**src/rtl/dip_debouncer.sv**
```systemverilog
// dip_debouncer: synchronizes, debounces and edge-detects the board DIP
// switches. Each channel needs DEBOUNCE_CYCLES consecutive disagreeing
// samples before its clean level flips.
// Optional feature macro: DIP_DEBOUNCER_EVENT_EN builds the change-event
// latch with its valid/ack handshake. Without it, EVT_* outputs are tied low.
module dip_debouncer #(
  parameter int unsigned N_DIP           = 2,
  parameter int unsigned DEBOUNCE_CYCLES = 4
) (
  input  logic             CLK,
  input  logic             RST_N,
  input  logic [N_DIP-1:0] DIP,
  output logic [N_DIP-1:0] DIP_CLEAN,
  output logic [N_DIP-1:0] DIP_RISE,
  output logic [N_DIP-1:0] DIP_FALL,
  output logic             EVT_VALID,
  output logic [N_DIP-1:0] EVT_DATA,
  output logic             EVT_OVF,
  input  logic             EVT_ACK
);

  localparam int unsigned CW = $clog2(DEBOUNCE_CYCLES);
  localparam logic [CW-1:0] CNT_LAST = CW'(DEBOUNCE_CYCLES - 1);

  logic [N_DIP-1:0] s1;
  logic [N_DIP-1:0] s2;
  logic [N_DIP-1:0] upd;
  logic [N_DIP-1:0] clean_nxt;
  logic [CW-1:0]    cnt [N_DIP];

  // Two-flop synchronizer for the asynchronous switch pins.
  always_ff @(posedge CLK or negedge RST_N) begin
    if (!RST_N) begin
      s1 <= '0;
      s2 <= '0;
    end else begin
      s1 <= DIP;
      s2 <= s1;
    end
  end

  // A channel flips when it still disagrees on the last counted cycle.
  always_comb begin
    upd = '0;
    for (int unsigned i = 0; i < N_DIP; i++) begin
      upd[i] = (s2[i] != DIP_CLEAN[i]) && (cnt[i] == CNT_LAST);
    end
    clean_nxt = DIP_CLEAN ^ upd;
  end

  // Per-channel stability counters; any agreement or an accepted flip restarts.
  always_ff @(posedge CLK or negedge RST_N) begin
    if (!RST_N) begin
      for (int unsigned i = 0; i < N_DIP; i++) begin
        cnt[i] <= '0;
      end
    end else begin
      for (int unsigned i = 0; i < N_DIP; i++) begin
        if ((s2[i] == DIP_CLEAN[i]) || upd[i]) begin
          cnt[i] <= '0;
        end else begin
          cnt[i] <= cnt[i] + 1'b1;
        end
      end
    end
  end

  // Clean levels and registered one-cycle edge pulses.
  always_ff @(posedge CLK or negedge RST_N) begin
    if (!RST_N) begin
      DIP_CLEAN <= '0;
      DIP_RISE  <= '0;
      DIP_FALL  <= '0;
    end else begin
      DIP_CLEAN <= clean_nxt;
      DIP_RISE  <= upd & s2;
      DIP_FALL  <= upd & ~s2;
    end
  end

`ifdef DIP_DEBOUNCER_EVENT_EN
  logic chg;

  assign chg = |upd;

  // Event latch: the change is taken from the same-edge update vector so the
  // event lands together with DIP_CLEAN rather than one cycle behind it.
  always_ff @(posedge CLK or negedge RST_N) begin
    if (!RST_N) begin
      EVT_VALID <= 1'b0;
      EVT_DATA  <= '0;
      EVT_OVF   <= 1'b0;
    end else if (chg) begin
      EVT_VALID <= 1'b1;
      EVT_DATA  <= clean_nxt;
      if (EVT_VALID) begin
        EVT_OVF <= ~EVT_ACK;
      end
    end else if (EVT_VALID && EVT_ACK) begin
      EVT_VALID <= 1'b0;
      EVT_OVF   <= 1'b0;
    end
  end
`else
  logic unused_ack;

  assign unused_ack = EVT_ACK;
  assign EVT_VALID  = 1'b0;
  assign EVT_DATA   = '0;
  assign EVT_OVF    = 1'b0;
`endif

endmodule

```
**config.mk**
```make
export PLATFORM = sky130hd
export DESIGN_NAME = dip_debouncer
export DESIGN_NICKNAME = d
export VERILOG_FILES = /design/src/rtl/dip_debouncer.sv
export SDC_FILE = /design/constraint.sdc
export NUM_CORES = 1
export LEC_CHECK = 0
export CAP_MARGIN = 20
export CORE_AREA = 5 5 42 44
export DETAILED_ROUTE_END_ITERATION = 10
export DIE_AREA = 0 0 47 49
export PLACE_DENSITY = 0.72
export SLEW_MARGIN = 20
export SYNTH_ARGS = -nofsm -noshare
export SYNTH_HDL_FRONTEND = slang
export SYNTH_SLANG_ARGS = --single-unit
```
**constraint.sdc**
```tcl
create_clock -name CLK -period 1.2 [get_ports CLK]
set_input_delay 0.24 -clock CLK [delete_from_list [all_inputs] [get_ports CLK]]
set_output_delay 0.24 -clock CLK [all_outputs]
set_load 0.01 [all_outputs]
```
==> out/metrics.cfg <==
[detailed_routing]
drt_iter0_drc = 4
postRouteAntennaNets = 0
wl_per_cell_um = 10.3
drc = 0
wl_um = 690
num_vias = 294
via_per_inst = 4.39
dr.pass1.iters = 4

[power]
p_per_area_nw_per_um2 = 1880
total_power_mw = 1.20
vdd_drop_max_mv = 0.821
p_leak_nw = 0.326

[finish]
nets = 60
diodes = 0
drive_above_1_share_pct = 15.7
areaGrowthSynthToFinish_pct = 25.8

[yosys]
yosysSeqAreaShare_pct = 68.8
ys_types = 12
syn_inst = 37
avgSynthCellArea_um2 = 13.8
yosysWarnings = 0
syn_area_um2 = 509
yosys_register_bits = 14

[floorplan]
core_um2 = 1400
row_count = 14
die_height_um = 49
die_x_um = 47
io_pins = 15
dieArea_um2 = 2300
start_util_pct = 36.3

[clock_tree]
cts.sinks = 14
clock_latency_ns = 0.27
cts_tree = built
cts_hold_buf = 0
htreeDepth = 1
path_clk_slew_ns = 0.07
cts_buffer_depth = 2
cts_buffers = 3
root_buffer = clkbuf_4

[flow_run]
drv_cap = 0

[place]
place.gp.congestion = 0.670
io_buffers = 9
dp_hpwl_um = 535

[worst_setup_path]
path_buf_inv = 1
crit_arrival_ns = 0.91
rr_startpoint = cnt[2]$_DFF_PN0_
start_kind = register
crit_slowest_cell = dfrtp_1
required_ns = 0.96
slowest_delay_ns = 0.36
end_kind = primary output
cp_max_fo = 1
crit_type = register to primary output
reg2reg_slack_ns = 0.23
crit_family = flip-flops
critical_path.cell_chain = dlygate4sd2_1
r2r_cells = 3

[global_routing]
grt-ovfl-total = 0
grt_max_degree = 15
grt_pass1_wl_mm = 1.26
grt_pass1_vias = 286
antenna_found_initial = 0
grt_usage_pct = 8.11

[sta]
period_share_pct = 95.8
grt_setup_unrepaired = no
layout_min_cycle_time_ns = 1.15
hold_viol_final = 0
drv_slew = 0
max_freq_ghz = 0.870
skew_ns = 0.00514
setup_tns_ns = 0
setup_viol = 0

[min_path]
hp-class = primary input to asynchronous set/reset pin

[run_status]
outcome = finished clean

-- placed cells by master (no fill, tap or decap) --
cell type	n
dfrtp_1	14
o21ai_0	2
xnor2_1	2
clkbuf_4	3
nor2_1	2
buf_4	3
dlygate4sd2_1	4
nor3_1	2
conb_1	4
nor3b_1	2
ha_1	2
nor3b_2	2
clkdlybuf4s15_1	2
inv_1	2
clkdlybuf4s50_1	3
nand2_1	2
-- report_power, final --
part | internal [mW] | switching [mW]
Clock | 0.116 | 0.126
Sequential | 0.569 | 0.0420
Combinational | 0.188 | 0.162
-- worst reg2reg max path, stage by stage, from the launching register on --
cell	delay, ns
dfrtp_1	0.39
ha_1	0.26
nand2_1	0.10
o21ai_0	0.10
-- repair_timing --
action	4_1_cts	5_1_grt
setup buffers	0	0
endpoints found under the setup margin	6	2
gates resized for setup	6	2
-- how the worst max path moves through the flow --
| stage | start | end | cells after the start |
|---|---|---|---|
| after global placement | register | DIP_CLEAN[1] | 1 |
| after CTS | register | DIP_CLEAN[1] | 1 |
| final | DIP_FALL[0]$_DFF_PN0_ | DIP_FALL[0] | 1 |
| after floorplan | cnt[2]$_DFF_PN0_ | cnt[3]$_DFF_PN0_ | 2 |
| after detailed placement | register | DIP_CLEAN[1] | 1 |
| after global routing | DIP_RISE[1]$_DFF_PN0_ | DIP_RISE[1] | 1 |
-- logic make-up after synthesis --
| kind of cell | after synthesis | share of synthesized area, % |
|---|---|---|
| AO/OA/AOI/OAI | 2 | 1.97 |
| XOR/XNOR | 2 | 3.44 |
| adder cells (fa/ha/maj) | 2 | 4.91 |
| buffers and inverters | 6 | 7.37 |
| flip-flops | 14 | 68.8 |
| other | 1 | 0.736 |
| AND/OR/NAND/NOR | 10 | 12.8 |
-- per-layer routing --
layer / vias to the layer above / GRT usage [%] / share of wire, %
met2: 12 / 10.2 / 42
met5: - / 0 / 0
met1: 137 / 9.56 / 44
met3: 4 / 4.43 / 9.4
met4: 0 / 6.91 / 4.2
li1: 141 / - / -
-- layout make-up --
cell class              instances  area (um2)
fillers                       143         761
clock buffers                   3        22.5
well taps                      16        20.0
repair buffers                 12         108
inverters                       2        7.51
multi-input cells              20         133
flip-flops and latches         14         350
-- synthesized netlist by cell type --
library cell	n	area (um2)
buf_4	4	30.0
conb_1	1	3.75
dfrtp_1	14	350
ha_1	2	25.0
inv_1	2	7.51
nand2_1	2	7.51
nor2_1	2	7.51
nor3_1	2	10.0
nor3b_1	2	15.0
nor3b_2	2	25.0
o21ai_0	2	10.0
xnor2_1	2	17.5
-- metrics by stage --
step	setup slack (ns)	std cells	utilization, %	hold slack [ns]	instance area (um2)
finish	0.0507	67	45.7	0.273	641
global route	0.00450	67	45.7	0.295	641
CTS	0.0186	67	45.5	0.272	638
detailed placement	0.103	64	44.5	0.340	623
global placement	0.0979	64	44.5	0.335	623
floorplan	0.308	40	-	-0.0556	520
No activity file was read; power rests on OpenSTA's default activity.
